--- src/rtl/down_timer_pkg.sv ---
// Shared types and constants for the down_timer block.
package down_timer_pkg;

    typedef enum logic [1:0] {
        IDLE  = 2'b00,
        RUN   = 2'b01,
        PAUSE = 2'b10
    } timer_state_t;

    localparam int DEFAULT_WIDTH = 8;

endpackage

--- src/rtl/down_timer.sv ---
// Loadable, retriggerable down-counter with one-shot/auto-reload modes, pause/resume and abort.
// Latency: start visible on count/busy one edge later; done is a registered one-cycle pulse after expiry.
// Backpressure: none; tick is a plain count enable, and pause holds the count.
module down_timer
    import down_timer_pkg::*;
#(
    parameter int WIDTH = DEFAULT_WIDTH
) (
    input  logic             clk,
    input  logic             rst,
    input  logic [WIDTH-1:0] load_val,
    input  logic             auto_reload,
    input  logic             start,
    input  logic             tick,
    input  logic             pause,
    input  logic             resume,
    input  logic             abort,
    output logic [WIDTH-1:0] count,
    output logic             busy,
    output logic             done
);

    timer_state_t     state_q, state_d;
    logic [WIDTH-1:0] count_q, count_d;
    logic [WIDTH-1:0] load_q;
    logic             reload_q;
    logic             done_q, done_d;
    logic             busy_q;
    logic             start_eff;
    logic             expire;

    // abort outranks start, so a coincident start must not touch the latches
    assign start_eff = start & ~abort;
    assign expire    = (state_q == RUN) && !pause && tick && (count_q == WIDTH'(1));

    always_ff @(posedge clk or negedge rst) begin
        if (!rst) begin
            state_q <= IDLE;
        end else begin
            state_q <= state_d;
        end
    end

    always_comb begin
        state_d = IDLE;
        if (abort) begin
            state_d = IDLE;
        end else if (start) begin
            state_d = (load_val == '0) ? IDLE : RUN;
        end else begin
            case (state_q)
                RUN: begin
                    if (pause)
                        state_d = PAUSE;
                    else if (expire && !reload_q)
                        state_d = IDLE;
                    else
                        state_d = RUN;
                end
                PAUSE:   state_d = resume ? RUN : PAUSE;
                IDLE:    state_d = IDLE;
                default: state_d = IDLE;
            endcase
        end
    end

    always_comb begin
        count_d = count_q;
        done_d  = 1'b0;
        if (abort) begin
            count_d = '0;
        end else if (start) begin
            count_d = load_val;
            done_d  = (load_val == '0);
        end else if (state_q == RUN && !pause && tick) begin
            if (count_q == WIDTH'(1)) begin
                count_d = reload_q ? load_q : '0;
                done_d  = 1'b1;
            end else if (count_q != '0) begin
                count_d = count_q - WIDTH'(1);
            end
        end
    end

    always_ff @(posedge clk or negedge rst) begin
        if (!rst) begin
            count_q  <= '0;
            load_q   <= '0;
            reload_q <= 1'b0;
            done_q   <= 1'b0;
            busy_q   <= 1'b0;
        end else begin
            count_q <= count_d;
            done_q  <= done_d;
            busy_q  <= (state_d == RUN) || (state_d == PAUSE);
            if (start_eff) begin
                load_q   <= load_val;
                reload_q <= auto_reload;
            end
        end
    end

    assign count = count_q;
    assign done  = done_q;
    assign busy  = busy_q;

endmodule

--- config.mk ---
export PLATFORM = sky130hd
export DESIGN_NAME = down_timer
export DESIGN_NICKNAME = d
export VERILOG_FILES = /design/src/rtl/down_timer_pkg.sv /design/src/rtl/down_timer.sv
export SDC_FILE = /design/constraint.sdc
export NUM_CORES = 1
export LEC_CHECK = 0
export ABC_AREA = 1
export BUFFER_PORTS_ARGS = -buffer_cell sky130_fd_sc_hd__buf_2
export CAP_MARGIN = 20
export CORE_ASPECT_RATIO = 0.8
export CORE_MARGIN = 2
export CORE_UTILIZATION = 35
export DETAILED_ROUTE_END_ITERATION = 6
export GPL_ROUTABILITY_DRIVEN = 0
export PLACE_DENSITY_LB_ADDON = 0.08
export SETUP_SLACK_MARGIN = 0.2
export SLEW_MARGIN = 10
export SYNTH_ARGS = -nofsm -noshare
export SYNTH_HDL_FRONTEND = slang
export SYNTH_SLANG_ARGS = --single-unit
--- constraint.sdc ---
create_clock -name clk -period 2.5 [get_ports clk]
set_clock_uncertainty 0.15 [all_clocks]
set_input_delay 0.75 -clock clk [delete_from_list [all_inputs] [get_ports clk]]
set_output_delay 0.75 -clock clk [all_outputs]
set_load 0.03 [all_outputs]
### Word-level counts from Yosys, hierarchy flattened

Index checks and enable logic that the tools add are counted.

| storage, ports and cells | value |
|---|---|
| register bits after elaboration | 21 |
| bits in latches | 0 |
| RAM bits | 0 |
| bits in read-only memories | 0 |
| input port bits | 16 |
| output and inout port bits | 10 |
| word-level logic and storage cells | 43 |
| memories kept | 0 |

| operators by class | value |
|---|---|
| add/sub/neg operators | 1 |
| multipliers | 0 |
| div/mod/pow operators | 0 |
| magnitude comparators | 0 |
| eq/ne operators | 5 |
| shift-type cells | 0 |
| mux-type cells | 17 |
| bitwise logic cells | 2 |
| reductions and logical operators | 12 |

Operator list:

| operator | number |
|---|---|
| $mux W8 | 6 |
| $eq A8 B1 Y1 const B | 1 |
| $logic_not A8 Y1 | 1 |
| $mux W2 | 4 |
| $reduce_bool A8 Y1 | 1 |
| $sub A8 B1 Y8 const B | 1 |
| $mux W1 | 6 |
| $eq A2 B1 Y1 const B | 2 |
| $eq A2 B2 Y1 const B | 2 |
| $logic_and A1 B1 Y1 | 4 |
| $pmux W2 S2 | 1 |
| $reduce_bool A4 Y1 | 1 |
| $reduce_bool A3 Y1 | 1 |
| $logic_not A1 Y1 | 2 |
| $reduce_and A2 Y1 | 1 |
| $and A1 B1 Y1 | 1 |
| $logic_or A1 B1 Y1 | 1 |
| $not A1 Y1 | 1 |

### Longest topological paths before layout

Gate-level depths: netlist (run 1).

| depth | value |
|---|---|
| depth in word-level cells | 12 |
| gate-level depth with buffers | 11 |
| mapped depth without buffers | 11 |

### Worst setup path after synthesis (run 1)

Ideal clock, no wire load.

| path | value |
|---|---|
| kind | input to register |
| start point | input port abort |
| end point | register count_q[0], in the netlist count[0] |
| setup time | 123 ps |
| data arrival time | 1,708 ps |
| required time | 2,227 ps |
| slack | 519 ps |
| stages on the path | 8 |
| buffers on the path | 2 |
| cell sequence | nor2_4 inv_2 or2_0 and2_1 buf_6 buf_12 nand2_1 o21ai_2 |

| between the ends | value |
|---|---|
| word-level cells in the longest chain between the ends | 2 |
| elaborated cells on any way between the ends | 4 |
| those cells by class | mux: 1; reduce/logical: 3 |

Ends and longest elaborated chain:

| what | line | RTL |
|---|---|---|
| start: declaration | down_timer.sv:17 | `input logic abort,` |
| $reduce_bool A4 Y1 (no source line) or $reduce_bool A3 Y1 (tied branches) | - |  |
| $reduce_and A2 Y1 (no source line) | - |  |
| end signal: assignment | down_timer.sv:93 | `count_q <= count_d;` |
| end: declaration | down_timer.sv:24 | `logic [WIDTH-1:0] count_q, count_d;` |

Parallel ways exist; a longest one is shown, timed or not.
A chain may end at the register's enable or synchronous reset.

### Worst setup path after layout (run 1)

| path | value |
|---|---|
| start point | register count_q[1], in the netlist count[1] |
| end point | register count_q[6], in the netlist count[6] |

| between the ends | value |
|---|---|
| word-level cells in the longest chain between the ends | 6 |
| elaborated cells on any way between the ends | 10 |
| those cells by class | add/sub: 1; eq/ne: 1; mux: 5; reduce/logical: 3 |

Ends and longest elaborated chain:

| what | line | RTL |
|---|---|---|
| $sub A8 B1 Y8 | down_timer.sv:80 | `count_d = count_q - WIDTH'(1);` |
| $mux W8 | down_timer.sv:79 | `end else if (count_q != '0) begin` |
| $mux W8 | down_timer.sv:76 | `if (count_q == WIDTH'(1)) begin` |
| $mux W8 | down_timer.sv:75 | `end else if (state_q == RUN && !pause && tick) begin` |
| $mux W8 | down_timer.sv:72 | `end else if (start) begin` |
| $mux W8 | down_timer.sv:70 | `if (abort) begin` |

Parallel ways exist; a longest one is shown, timed or not. The select of a mux whose other input is x is not followed.

==> flow_summary_export.csv, run 1 <==
group,metric,value,unit
critical_path,reg2reg_depth,10,
finish,instances_no_fill,246,
critical_path,crit_arrival,1.94,ns
routing,dr_total_vias,1202,
clocking,cts_buffers,3,
critical_path,r2r_setup_slack,0.56,ns
power,power,958,uW
die,core,0.00352,sq mm
die,ios,26,
clocking,clockRootBuffer,"clkbuf_8",
flow_run,drv_cap,0,
clocking,clk_latency,0.26,ns
routing,vias_per_cell,4.89,
timing,fmax,516,MHz
die,num_rows,19,
synth,syn_avg_cell_area,7.46,sq um
synth,netlist_instances,176,
critical_path,critPathKind,"flop to flop",
die,die_area,0.00426,sq mm
grt,grt.overflow.total,0,
routing,drc,0,
timing,setup_viol_count_final,0,
finish,final_layout_size_suffix_gt1_frac,0.225,
clocking,path_clk_slew,0.08,ns
synth,yosysTopAreaCell,"dfrtp_1",
critical_path,startpoint,"count[1]$_DFFE_PN0P_",
routing,drt.antenna.violating_nets,0,
timing,period_share,0.775,
synth,syn_area,0.00131,sq mm
timing,drv_slew,0,
synth,synth_flop_cell,"dfrtp_1",
synth,ys_types,27,
synth,netlist_top_cells_count,"45 x nand2_1, 21 x dfrtp_1, 21 x inv_1",
die,fp.dieW,72.5,um
routing,drt_iter0_drc,58,
placed_design,dp.cells,242,
synth,yosys.area.top_type_share,0.400,
grt,grt_max_degree,22,
synth,async_flop_share,1.00,
synth,syn-num-nets,197,
grt,grt_pass1_wl,5150,um
routing,dr.pass1.iters,4,
synth,yosys_warnings,0,
timing,tightest_slew,0.485,ns
status,status,"completed",
min_path,min_path_type,"input port to async pin",
routing,routed_wl,3150,um
power,vdd_drop_max,0.000283,V
finish,antenna_cells,0,
power,p_leak,0.000801,uW
critical_path,end_kind,"flop",
die,die_h,58.8,um
critical_path,r2r_start,"count[1]$_DFFE_PN0P_",
clocking,h-tree-depth,1,
finish,fin_nets,226,
clocking,cts_sinks,21,
critical_path,critPathMaxFanout,15,
die,start_util,0.373,
timing,relSlewSlack,0.677,
grt,track_usage,0.158,
routing,wl_per_cell,12.8,um
critical_path,crit_required,2.51,ns
timing,finalHoldViolCount,0,
critical_path,r2r_end,"count[6]$_DFFE_PN0P_",
timing,fin_crit,1.94,ns
critical_path,startpoint_type,"flop",
grt,grt_pass1_vias,1112,
clocking,cts.path.max_buffers,2,
power,power.density,630,mW/mm^2
placed_design,hpwl,2500,um
placed_design,io_buffers,25,
finish,syn_to_final_growth,15.8,%
synth,yosysMostFrequentCell,"nand2_1",
synth,seq_area_frac_synth,0.400,
timing,fin_tns_setup,0,ns
synth,ys_top_cells_by_area,"dfrtp_1 40%, nand2_1 13%, o21ai_0 6.1%",
grt,grt_antenna_before_repair,0,
clocking,cts_tree,"yes",
synth,synth-seq-cells,21,
timing,rsz0062_at_grt,"no",
synth,synth-edff-count,0,
cells by family after synthesis:
family                   after synthesis  share of synthesized area
XOR/XNOR                               1                    0.00667
buffers and inverters                 27                     0.0963
adder cells (fa/ha/maj)                5                     0.0477
flip-flops                            21                      0.400
AO/OA/AOI/OAI                         30                      0.128
AND/OR/NAND/NOR                       92                      0.321
cell type report:
type                    instances  area [sq um]
fillers                       383          2000
multi-input cells             128           662
flip-flops and latches         21           526
repair buffers                 28           148
inverters                      23          86.3
well taps                      42          52.6
clock buffers                   3          41.3
clock inverters                 1          5.00
flip-flops by register name, summed over array words and instances, names as in the netlist:
| signal | count |
|---|---|
| reload_q | 1 |
| done | 1 |
| busy | 1 |
| load_q | 8 |
| state_q | 2 |
| count | 8 |
worst max-delay path: stages, from the launching register on:
cell and delay, ns:
dfrtp_1 0.40, inv_1 0.15, ha_1 0.19, nand2_2 0.07
nor2_4 0.12, inv_2 0.09, nand3_2 0.07, and2_2 0.35
nand2_1 0.09, nor2_1 0.12, nor2_1 0.05
metal layers:
layer / vias up / global-route usage / part of all wire
met4: 0 / 0.0317 / 0.0051
met3: 2 / 0.0411 / 0.037
li1: 621 / - / -
met5: - / 0 / 0
met1: 557 / 0.220 / 0.51
met2: 22 / 0.252 / 0.45
layout by cell type (no fill, tap or decap), types with 2 or more instances in the layout:
master and count:
o21ai_0 16, nor2_4 3, and3_1 2, nand3_1 12, nor4_1 2, o21ai_2 4
buf_4 3, nand2_1 45, nand4_1 2, a21oi_1 9, nor2_1 18, dfrtp_1 21
clkbuf_8 3, buf_2 25, inv_1 21, nor2_2 2, ha_1 5, inv_2 2
how the worst max path moves through the flow:
stage	end	slack, ns
after floorplan	count[0]$_DFFE_PN0P_	0.52
after global placement	count[6]$_DFFE_PN0P_	0.27
after detailed placement	count[6]$_DFFE_PN0P_	0.19
after CTS	count[6]$_DFFE_PN0P_	0.34
after global routing	count[6]$_DFFE_PN0P_	0.37
final	count[6]$_DFFE_PN0P_	0.56
power by group:
part | leakage (uW) | internal (uW) | total [uW] | switching [uW]
logic | 0.000509 | 103 | 306 | 203
clock network | 0.0000255 | 111 | 229 | 118
registers | 0.000266 | 380 | 423 | 42.5
total | 0.000801 | 594 | 958 | 364
metrics by stage:
step / area [sq um] / setup slack (ns) / hold WS (ns) / util
final: 1520 / 0.564 / 0.285 / 0.432
after global routing: 1520 / 0.369 / 0.319 / 0.432
after CTS: 1520 / 0.338 / 0.306 / 0.432
after detailed placement: 1470 / 0.194 / 0.322 / 0.419
after global placement: 1470 / 0.270 / 0.315 / 0.419
after floorplan: 1310 / 0.519 / 0.299 / -
repair_timing:
item                                   CTS  global route
setup endpoints to repair                0             3
gates resized for setup                  0             1
endpoints found under the hold margin    0             0
buffers inserted                         0             0
hold buffers                             0             0
Power figures use the tool's default switching activity.
==> run 2: changes to the inputs <==
clock period = 2 ns   (was 2.5 ns; I/O delays follow)
==> flow_summary_export.csv, run 2 (same netlist as run 1, synthesis figures left out) <==
group,metric,value,unit
status,status,"completed",
routing,drc,0,
grt,grt_pass1_wl,5460,um
critical_path,crit_arrival,0.98,ns
critical_path,end_kind,"output pin",
routing,wl_per_cell,12.7,um
critical_path,critPathMaxFanout,5,
routing,dr_total_vias,1245,
timing,fmax,579,MHz
routing,vias_per_cell,4.88,
critical_path,startpoint,"count[6]$_DFFE_PN0P_",
timing,drv_slew,0,
clocking,cts_buffers,3,
critical_path,crit_family,"flip-flops",
timing,fin_crit,1.73,ns
critical_path,r2r_start,"count[1]$_DFFE_PN0P_",
timing,period_share,0.863,
timing,rsz0062_at_grt,"yes",
routing,drt_iter0_drc,60,
die,start_util,0.373,
clocking,cts_sinks,21,
routing,drt.antenna.violating_nets,0,
critical_path,crit_slowest_cell,"dfrtp_1",
min_path,min_path_type,"input port to async pin",
power,power,1240,uW
placed_design,pre_cts_ws,0.0875,ns
timing,finalHoldViolCount,0,
die,ios,26,
timing,relSlewSlack,0.679,
clocking,clk_latency,0.26,ns
die,die_h,58.8,um
grt,grt.overflow.total,0,
finish,final_common_cell,"nand2_1",
die,num_rows,19,
timing,tightest_slew,0.481,ns
power,p_leak,0.000849,uW
clocking,cts.path.max_buffers,2,
placed_design,io_buffers,25,
flow_run,drv_cap,0,
critical_path,worstPathCellList,"buf_4 > buf_2",
critical_path,startpoint_type,"flop",
clocking,path_clk_slew,0.08,ns
critical_path,reg2reg_depth,9,
die,fp.dieW,72.5,um
clocking,cts_tree,"yes",
grt,grt_max_degree,22,
timing,holdWs,0.134,ns
critical_path,max_stage_delay,0.39,ns
critical_path,crit_end,"count[6]",
critical_path,critPathKind,"flop to output pin",
finish,fin_nets,235,
finish,multi_input_area,706,sq um
finish,regArea,532,sq um
power,power.density,749,mW/mm^2
power,vdd_drop_max,0.000310,V
critical_path,r2r_end,"count[4]$_DFFE_PN0P_",
routing,routed_wl,3240,um
timing,setup_ws,0.273,ns
grt,grt_antenna_before_repair,0,
finish,final_cell_mix,"41 x nand2_1, 25 x buf_2, 19 x inv_1",
grt,grt_pass1_vias,1143,
finish,num-fill-cells,361,
finish,syn_to_final_growth,26.6,%
routing,dr.pass1.iters,4,
timing,fin_tns_setup,0,ns
clocking,h-tree-depth,1,
die,core,0.00352,sq mm
finish,antenna_cells,0,
critical_path,crit_cells,2,
placed_design,hpwl,2590,um
finish,post-route-util,0.472,
critical_path,r2r_setup_slack,0.28,ns
clocking,clockRootBuffer,"clkbuf_8",
timing,setup_viol_count_final,0,
critical_path,critPathBufInv,2,
critical_path,crit_required,1.25,ns
die,die_area,0.00426,sq mm
finish,final_layout_size_suffix_gt1_frac,0.343,
grt,track_usage,0.168,
## run 2: cell count changes in the layout (fill, tap and decap cells not counted), sizes merged
cell	previous run	this run
buf	28	37
## run 2: stage by stage
stage          instances  instance area, sq um
5_1_grt              255                  1660
6_report             255                  1660
3_5_place_dp         245                  1510
4_1_cts              251                  1580
3_3_place_gp         245                  1510
2_1_floorplan        176                  1320
## run 2: worst register-to-register path, stage by stage, from the launching register on
cell and delay (ns):
dfrtp_2 0.41, inv_4 0.06, buf_4 0.12, ha_1 0.23, nand2_1 0.09, nor2_1 0.05
o21ai_0 0.20, a21oi_1 0.09, nor2_1 0.15, nor2_1 0.06
## run 2: repair_timing
item,CTS,global route
pin swaps,1,5
setup buffers,2,4
endpoints found under the setup margin,9,10
hold buffers,0,0
resized for setup,3,19
hold endpoints to repair,0,0
## run 2: worst min-delay path by stage
stage                     slack (ns)               endpoint  cells past startpoint             startpoint
final                           0.13  load_q[5]$_DFFE_PN0P_                      1                    rst
after global routing            0.17         busy$_DFF_PN0_                      1                    rst
after CTS                       0.15  load_q[5]$_DFFE_PN0P_                      1                    rst
after detailed placement        0.32  load_q[7]$_DFFE_PN0P_                      2  load_q[7]$_DFFE_PN0P_
after global placement          0.32  load_q[2]$_DFFE_PN0P_                      2  load_q[2]$_DFFE_PN0P_
after floorplan                 0.15         busy$_DFF_PN0_                      0                    rst
## run 2: per-layer routing
metal  share of wire  up-vias  track usage
met1            0.51      576        0.244
met3           0.058        5       0.0462
met4          0.0077        0       0.0423
li1                -      637            -
met2            0.42       27        0.249
met5               0        -            0
## run 2: cell type report
type / count / area share
clock buffer: 3 / 0.0248
clock inverter: 1 / 0.00301
tap: 42 / 0.0316
multi-input combinational: 128 / 0.425
timing repair buffer: 37 / 0.139
sequential: 21 / 0.320
inverter: 23 / 0.0565
## run 2: where the power goes
part,leakage [uW],internal [uW],switching (uW)
logic,0.000563,163,274
registers,0.000260,479,53.7
clock network,0.0000255,139,136
total,0.000849,781,464
==> run 3: changes to the inputs <==
BUFFER_PORTS_ARGS = -buffer_cell sky130_fd_sc_hd__buf_4   (was -buffer_cell sky130_fd_sc_hd__buf_2)
CORE_MARGIN = default   (was 2)
==> flow_summary_export.csv, run 3 (same netlist as run 1, synthesis figures left out) <==
group,metric,value,unit
grt,grt_pass1_wl,5310,um
grt,track_usage,0.175,
grt,grt_antenna_before_repair,0,
routing,drt.antenna.violating_nets,0,
placed_design,dp.cells,248,
timing,rsz0062_at_grt,"no",
power,p_switching,482,uW
finish,final_cell_mix,"42 x nand2_1, 38 x buf_4, 19 x inv_1",
routing,dr_total_vias,1239,
power,vdd_drop_max,0.000380,V
grt,grt.overflow.total,0,
timing,drv_slew,0,
routing,highest_layer,"met4",
clocking,clk_latency,0.26,ns
clocking,cts_buffers,3,
routing,vias_per_cell,4.78,
die,die_area,0.00400,sq mm
power,comb_power_share,0.376,
clocking,path_clk_slew,0.08,ns
die,num_rows,19,
critical_path,crit_required,1.25,ns
timing,fin_crit,1.71,ns
finish,antenna_cells,0,
placed_design,hpwl,2490,um
routing,drt_iter0_drc,85,
critical_path,reg2reg_depth,7,
die,start_util,0.373,
grt,grt_pass1_vias,1171,
routing,routed-wl-met3,136,um
placed_design,io_buffers,25,
timing,finalHoldViolCount,0,
finish,post-route-util,0.507,
min_path,min_path_type,"input port to async pin",
clocking,cts_tree,"yes",
timing,setup_ws,0.289,ns
routing,wl_met1,1700,um
routing,dr.pass1.iters,6,
power,p_clk_frac,0.218,
placed_design,pre_cts_ws,0.0811,ns
critical_path,end_kind,"output pin",
finish,syn_to_final_growth,35.8,%
die,fp.dieW,70.5,um
timing,period_share,0.856,
die,core,0.00352,sq mm
timing,relSlewSlack,0.747,
die,ios,26,
clocking,clockRootBuffer,"clkbuf_8",
finish,final_common_cell,"nand2_1",
timing,fmax,584,MHz
power,seq_power_share,0.406,
power,p_int,821,uW
timing,fin_tns_setup,0,ns
power,power.density,731,mW/mm^2
power,switching_share,0.370,
clocking,cts.path.max_buffers,2,
finish,final_layout_size_suffix_gt1_frac,0.341,
routing,routed_wl,3260,um
timing,setup_viol_count_final,0,
timing,tightest_slew,0.375,ns
critical_path,critPathKind,"flop to output pin",
clocking,hold_buffers,0,
critical_path,crit_arrival,0.96,ns
clocking,cts_sinks,21,
routing,dr_wl_met2,1390,um
grt,grt_max_degree,22,
status,status,"complete, but fails checks",
critical_path,critPathMaxFanout,5,
finish,fin_nets,239,
timing,holdWs,0.0582,ns
die,die_h,56.8,um
flow_run,drv_cap,0,
status,failed_checks,"DRC",
routing,wl_per_cell,12.6,um
finish,instances_no_fill,259,
power,p_leak,0.000897,uW
clocking,h-tree-depth,1,
routing,drc,4,
critical_path,startpoint_type,"flop",
-- run 3: changes by cell type in the layout (fill, tap and decap cells not counted), sizes merged --
cell,delta
buf,+3
clkbuf,+1
-- run 3: worst paths after layout --
path	from	to	slack [ns]
max in group asynchronous	rst	count[4]$_DFFE_PN0P_	1.40
hold / removal	rst	load_q[1]$_DFFE_PN0P_	0.06
setup reg to reg	state_q[0]$_DFF_PN0_	count[6]$_DFFE_PN0P_	0.30
setup / recovery	count[6]$_DFFE_PN0P_	count[6]	0.29
min in group clk	load_q[7]$_DFFE_PN0P_	load_q[7]$_DFFE_PN0P_	0.34
hold reg to reg	load_q[7]$_DFFE_PN0P_	load_q[7]$_DFFE_PN0P_	0.34
-- run 3: timing repair --
| action | CTS | global route |
|---|---|---|
| gates cloned | 0 | 2 |
| setup endpoints to repair | 7 | 9 |
| setup buffers | 0 | 5 |
| resized for setup | 2 | 20 |
| pin swaps | 0 | 7 |
-- run 3: worst max-delay path: stages (launching register included) --
cell	delay, ns
dfrtp_1	0.38
buf_4	0.15
buf_4	0.16
-- run 3: layout make-up --
class	count	area, sq um
inverter	23	91.3
clock inverter	1	5.00
clock buffer	3	41.3
sequential	21	529
timing repair buffer	41	342
tap	42	52.6
multi-input combinational	128	722
fill	348	1740
-- run 3: power by group through the flow --
stage,sequential (uW),combinational [uW],clock [uW]
floorplan,584,224,0
global placement,532,439,0
detailed placement,532,441,0
CTS,524,445,296
global route,537,544,317
finish,529,490,283
-- run 3: through the flow --
| stage | cell area (sq um) | power [uW] |
|---|---|---|
| 5_1_grt | 1780 | 1400 |
| 2_1_floorplan | 1320 | 809 |
| 3_5_place_dp | 1600 | 973 |
| 3_3_place_gp | 1600 | 971 |
| 6_report | 1780 | 1300 |
| 4_1_cts | 1640 | 1270 |
-- run 3: metal layers --
metal  track usage  up-vias
met4        0.0437        0
met3        0.0467        4
met1         0.244      566
met2         0.269       20
met5             0        -
li1              -      649
